`src/rtl/mux_arb_if.sv`:
```
// Flit handshake bundle between two input ports, the downstream sink and the mux_arb arbiter.
// The slave modport is the arbiter's view; master is the view of whatever drives the ports.
interface mux_arb_if #(
    parameter int TYPEW = 2
);
    logic             ivalid_0;
    logic [TYPEW-1:0] itype_0;
    logic             ivalid_1;
    logic [TYPEW-1:0] itype_1;
    logic             oready;
    logic [1:0]       sel;
    logic             iready_0;
    logic             iready_1;
    logic             busy;
    logic             err_timeout;

    modport master (
        output ivalid_0, itype_0, ivalid_1, itype_1, oready,
        input  sel, iready_0, iready_1, busy, err_timeout
    );

    modport slave (
        input  ivalid_0, itype_0, ivalid_1, itype_1, oready,
        output sel, iready_0, iready_1, busy, err_timeout
    );
endinterface

```
`src/rtl/mux_arb.sv`:
```
// Two-port packet-locking flit arbiter: a HEAD flit wins the lock, which is held until TAIL.
// Optional idle-lock watchdog is compiled in with MUX_ARB_TIMEOUT_EN (forced release after TIMEOUT).
module mux_arb #(
    parameter int TYPEW   = 2,
    parameter int TIMEOUT = 16
) (
    input logic    clk,
    input logic    rst,
    mux_arb_if.slave bus
);
    typedef enum logic [1:0] {
        IDLE  = 2'b00,
        LOCK0 = 2'b01,
        LOCK1 = 2'b10
    } state_t;

    localparam logic [TYPEW-1:0] T_HEAD = TYPEW'(1);
    localparam logic [TYPEW-1:0] T_TAIL = TYPEW'(3);

    state_t                  state, state_nxt;
    logic                    rr, rr_nxt;
    logic [1:0]              ivalid;
    logic [1:0][TYPEW-1:0]   itype;
    logic [1:0]              head;
    logic [1:0]              iready;
    logic                    locked;
    logic                    own;
    logic                    xfer;
    logic                    timeout_hit;

    assign ivalid = {bus.ivalid_1, bus.ivalid_0};
    assign itype  = {bus.itype_1, bus.itype_0};

    assign locked = (state != IDLE);
    assign own    = (state == LOCK1);
    // A forced release wins over a late flit so nothing is consumed on the way out.
    assign xfer   = locked && ivalid[own] && bus.oready && !timeout_hit;

    for (genvar p = 0; p < 2; p++) begin : g_port
        assign head[p]   = ivalid[p] && (itype[p] == T_HEAD);
        assign iready[p] = xfer && (own == 1'(p));
    end

    always_ff @(posedge clk or posedge rst) begin
        if (rst) begin
            state <= IDLE;
            rr    <= 1'b0;
        end else begin
            state <= state_nxt;
            rr    <= rr_nxt;
        end
    end

    always_comb begin
        state_nxt = state;
        rr_nxt    = rr;
        case (state)
            IDLE: begin
                if (head[0] && head[1])
                    state_nxt = rr ? LOCK1 : LOCK0;
                else if (head[0])
                    state_nxt = LOCK0;
                else if (head[1])
                    state_nxt = LOCK1;
            end
            default: begin
                // Release always passes through IDLE, so the lock never hops ports directly.
                if ((xfer && (itype[own] == T_TAIL)) || timeout_hit) begin
                    state_nxt = IDLE;
                    rr_nxt    = ~own;
                end
            end
        endcase
    end

`ifdef MUX_ARB_TIMEOUT_EN
    localparam int CW = $clog2(TIMEOUT + 1);
    logic [CW-1:0] idle_cnt;

    always_ff @(posedge clk or posedge rst) begin
        if (rst)
            idle_cnt <= '0;
        else if (!locked || xfer || timeout_hit)
            idle_cnt <= '0;
        else if (!ivalid[own])
            idle_cnt <= idle_cnt + 1'b1;
    end

    assign timeout_hit = locked && (idle_cnt == CW'(TIMEOUT));
`else
    logic unused_timeout;
    assign unused_timeout = (TIMEOUT == 0);
    assign timeout_hit    = 1'b0;
`endif

    assign bus.sel         = state;
    assign bus.busy        = locked;
    assign bus.iready_0    = iready[0];
    assign bus.iready_1    = iready[1];
    assign bus.err_timeout = timeout_hit;
endmodule

```
`src/flat_wrapper.sv`:
```
// flat-port wrapper written by rule: the top's interface ports become plain ports
module mux_arb_flat 
#(
    parameter int TYPEW   = 2,
    parameter int TIMEOUT = 16
)
  (clk, rst, bus_ivalid_0, bus_itype_0, bus_ivalid_1, bus_itype_1, bus_oready, bus_sel, bus_iready_0, bus_iready_1, bus_busy, bus_err_timeout);
  mux_arb_if #(.TYPEW(TYPEW)) bus_i ();
  input logic clk;
  input logic rst;
  input wire logic [$bits(bus_i.ivalid_0)-1:0] bus_ivalid_0;
  input wire logic [$bits(bus_i.itype_0)-1:0] bus_itype_0;
  input wire logic [$bits(bus_i.ivalid_1)-1:0] bus_ivalid_1;
  input wire logic [$bits(bus_i.itype_1)-1:0] bus_itype_1;
  input wire logic [$bits(bus_i.oready)-1:0] bus_oready;
  output wire logic [$bits(bus_i.sel)-1:0] bus_sel;
  output wire logic [$bits(bus_i.iready_0)-1:0] bus_iready_0;
  output wire logic [$bits(bus_i.iready_1)-1:0] bus_iready_1;
  output wire logic [$bits(bus_i.busy)-1:0] bus_busy;
  output wire logic [$bits(bus_i.err_timeout)-1:0] bus_err_timeout;
  assign bus_i.ivalid_0 = bus_ivalid_0;
  assign bus_i.itype_0 = bus_itype_0;
  assign bus_i.ivalid_1 = bus_ivalid_1;
  assign bus_i.itype_1 = bus_itype_1;
  assign bus_i.oready = bus_oready;
  assign bus_sel = bus_i.sel;
  assign bus_iready_0 = bus_i.iready_0;
  assign bus_iready_1 = bus_i.iready_1;
  assign bus_busy = bus_i.busy;
  assign bus_err_timeout = bus_i.err_timeout;
  mux_arb #(.TYPEW(TYPEW), .TIMEOUT(TIMEOUT)) u_core (.clk(clk), .rst(rst), .bus(bus_i));
endmodule
```
`config.mk`:
```
export PLATFORM = sky130hd
export DESIGN_NAME = mux_arb_flat
export DESIGN_NICKNAME = d
export VERILOG_FILES = /design/src/rtl/mux_arb_if.sv /design/src/rtl/mux_arb.sv /design/src/flat_wrapper.sv
export SDC_FILE = /design/constraint.sdc
export NUM_CORES = 1
export LEC_CHECK = 0
export CORE_AREA = 2 2 39 41
export CTS_CLUSTER_SIZE = 10
export DETAILED_ROUTE_END_ITERATION = 8
export DIE_AREA = 0 0 41 43
export PLACE_DENSITY = 0.54
export SETUP_SLACK_MARGIN = 0.5
export SKIP_LAST_GASP = 1
export SLEW_MARGIN = 20
export SYNTH_ARGS = -nofsm -noshare
export SYNTH_HDL_FRONTEND = slang
export SYNTH_SLANG_ARGS = --single-unit
```
`constraint.sdc`:
```
create_clock -name clk -period 3 [get_ports clk]
set_input_delay 0.3 -clock clk [delete_from_list [all_inputs] [get_ports clk]]
set_output_delay 0.3 -clock clk [all_outputs]
set_load 0.005 [all_outputs]
```
==> results.toml <==
[drt]
first_iter_violations = 2
drt_wl_total_um = 607
routed_via_density = 4.28
wl_per_cell_um = 10.6
num_vias = 244
postRouteAntennaNets = 0
drtPass1Iterations = 2
drc = 0

[logic_synthesis]
syn_inst = 25
yosysWarnings = 0
syn-num-nets = 34
syn-cell-area_um2 = 218
synth_area_per_cell_um2 = 8.71
synth_cell_types = 19
synth-seq-area-share_pct = 34.5
ys_seq_elements = 3

[final_layout]
final_common_cell = "clkdlybuf4s50_1"
drive_gt1_share_pct = 9.76
antenna_cells = 0
fin_nets = 51
layout.core_utilization_pct = 27.9
final_cell_mix = "13 x clkdlybuf4s50_1, 4 x nand2_1, 3 x clkbuf_4, 3 x dfrtp_1, 2 x nand3_1"
fillCellCount = 155
fin_area_um2 = 387
area_delta_synth_final_pct = 77.6

[clock_tree]
clock-sinks = 3
cts_tree = "done"
cts_hold_buf = 0
clk_latency_ns = 0.23
cts_inserted_buffers = 3
cts_buffer_depth = 2
h-tree-depth = 1
cts_resized = 0
cts-root-buf = "clkbuf_4"
path_clk_slew_ns = 0.04
cts_setup_buffers = 0

[min_path]
hp-class = "primary input to async pin"

[setup_path]
crit_fanout = 4
crit_type = "primary input to primary output"
crit_top_cell = "clkdlybuf4s50_1"
timing.rr.start = "u_core.bus.sel[0]"
startpoint = "bus_ivalid_1"
max_stage_delay_ns = 0.50
crit_path_end_kind = "primary output"
crit_required_ns = 2.70
cp-start-kind = "primary input"
cp_slowest_cell = "clkdlybuf4s50_1"
worstPathArrival_ns = 1.53
crit_chain = "clkdlybuf4s50_1 -> nand2b_1 -> nor2_1 -> clkdlybuf4s50_1"

[sta]
finalClockSkew_ns = 0.000431
rsz0062_at_grt = "false"
post-route-min-period_ns = 1.83
setup_tns_ns = 0
clock.fmax_ghz = 0.545
finalHoldViolCount = 0
layout_setup_ws_ns = 1.17
setup_viol = 0
maxSlewViolCount = 0
timing.hold.ws_ns = 0.230
finalCritPeriodShare_pct = 61.2

[die]
die_w_um = 41
rows = 14
io_pins = 15
die_area_mm2 = 0.00176
initial_core_util_pct = 15.7
core_mm2 = 0.00138
die_h_um = 43

[pwr]
pwr-share-comb_pct = 43.7
p_per_area_mw_per_mm2 = 713
power_frac_seq_pct = 30.8
p_int_uw = 189
leakage_uw = 0.000153
ir_drop_mv = 0.200
swShare_pct = 31.3
p_switching_uw = 86.4
p_clk_share_pct = 25.5

[global_routing]
overflow = 0
grt_use_total_pct = 7.55
grt_start_max_net_pins = 9
grt_pass1_wl_um = 828
antenna_found_initial = 0
first_global_vias = 232

[placed_design]
dp_hpwl_um = 468
placed_area_um2 = 360
io_buffers = 13
dp_worst_setup_slack_ns = 1.16
gp_congestion = 0.680

[run]
max_cap_viol_count = 0

[status]
outcome = "finished, final reports clean"
==> cell families (layout without fill, tap and decap cells) <==
group | count (synthesis) | in the layout | share of synthesized area (%)
AO/OA/AOI/OAI | 5 | 5 | 16.7
other | 1 | 1 | 1.72
AND/OR/NAND/NOR | 14 | 14 | 42.0
flip-flops | 3 | 3 | 34.5
buffers and inverters | 2 | 18 | 5.17
==> flip-flops by register name (all words and copies together), names as in the netlist <==
signal	count
u_core.rr	1
u_core.bus.sel	2
==> through the flow <==
| stage | power, uW | cells |
|---|---|---|
| finish | 276 | 57 |
| global placement | 208 | 53 |
| global route | 296 | 57 |
| floorplan | 134 | 25 |
| CTS | 282 | 57 |
| detailed placement | 207 | 53 |
==> path summary, 6_finish.rpt <==
| path | slack, ns | cells past startpoint | to |
|---|---|---|---|
| setup / recovery | 1.17 | 4 | bus_iready_1 |
| hold / removal | 0.23 | 2 | u_core.bus.sel[0] |
| setup reg to reg | 1.82 | 3 | u_core.bus.sel[1] |
| hold reg to reg | 0.54 | 2 | u_core.rr |
| max in group asynchronous | 2.65 | 2 | u_core.bus.sel[1] |
| min in group clk | 0.54 | 2 | u_core.rr |
==> area by class of cell <==
| type | instances | area (um2) | area share (%) |
|---|---|---|---|
| well taps | 16 | 20.0 | 5.18 |
| clock buffers | 4 | 26.3 | 6.80 |
| multi-input cells | 20 | 131 | 34.0 |
| inverters | 1 | 3.75 | 0.971 |
| repair buffers | 13 | 130 | 33.7 |
| flip-flops and latches | 3 | 75.1 | 19.4 |
==> routing by layer <==
layer	vias up	routed length [um]	global-route usage [%]
li1	125	-	-
met1	105	272	8.41
met2	12	241	9.38
met3	2	74	2.09
met4	0	19	10.0
met5	-	0	0
==> power by group through the flow <==
stage | sequential [uW] | clock [uW] | combinational [uW]
CTS | 85.6 | 74.3 | 122
global placement | 86.7 | 0 | 122
global route | 88.3 | 75.4 | 133
finish | 85.0 | 70.4 | 120
detailed placement | 85.8 | 0 | 122
floorplan | 81.1 | 0 | 52.4
==> Yosys cell counts <==
cell,number,share of area [%]
nor4b_2,1,6.9
nand2_1,4,6.9
a32o_1,1,4.6
and3_1,1,2.9
or2_1,1,2.9
nand3_1,2,4.6
o31ai_1,1,3.4
conb_1,1,1.7
dfrtp_1,3,34
nand4b_1,1,4.0
o21ai_0,1,2.3
buf_4,1,3.4
nor2_1,1,1.7
nor3b_1,1,3.4
a21oi_1,1,2.3
inv_1,1,1.7
and4bb_1,1,5.7
nand2b_1,1,2.9
a2bb2oi_1,1,4.0
==> worst max-delay path, delay by kind of cell <==
family        cells  cell delay, ns
buf+inv           2            0.98
simple gates      2            0.25
No activity file was read; power rests on OpenSTA's default activity.
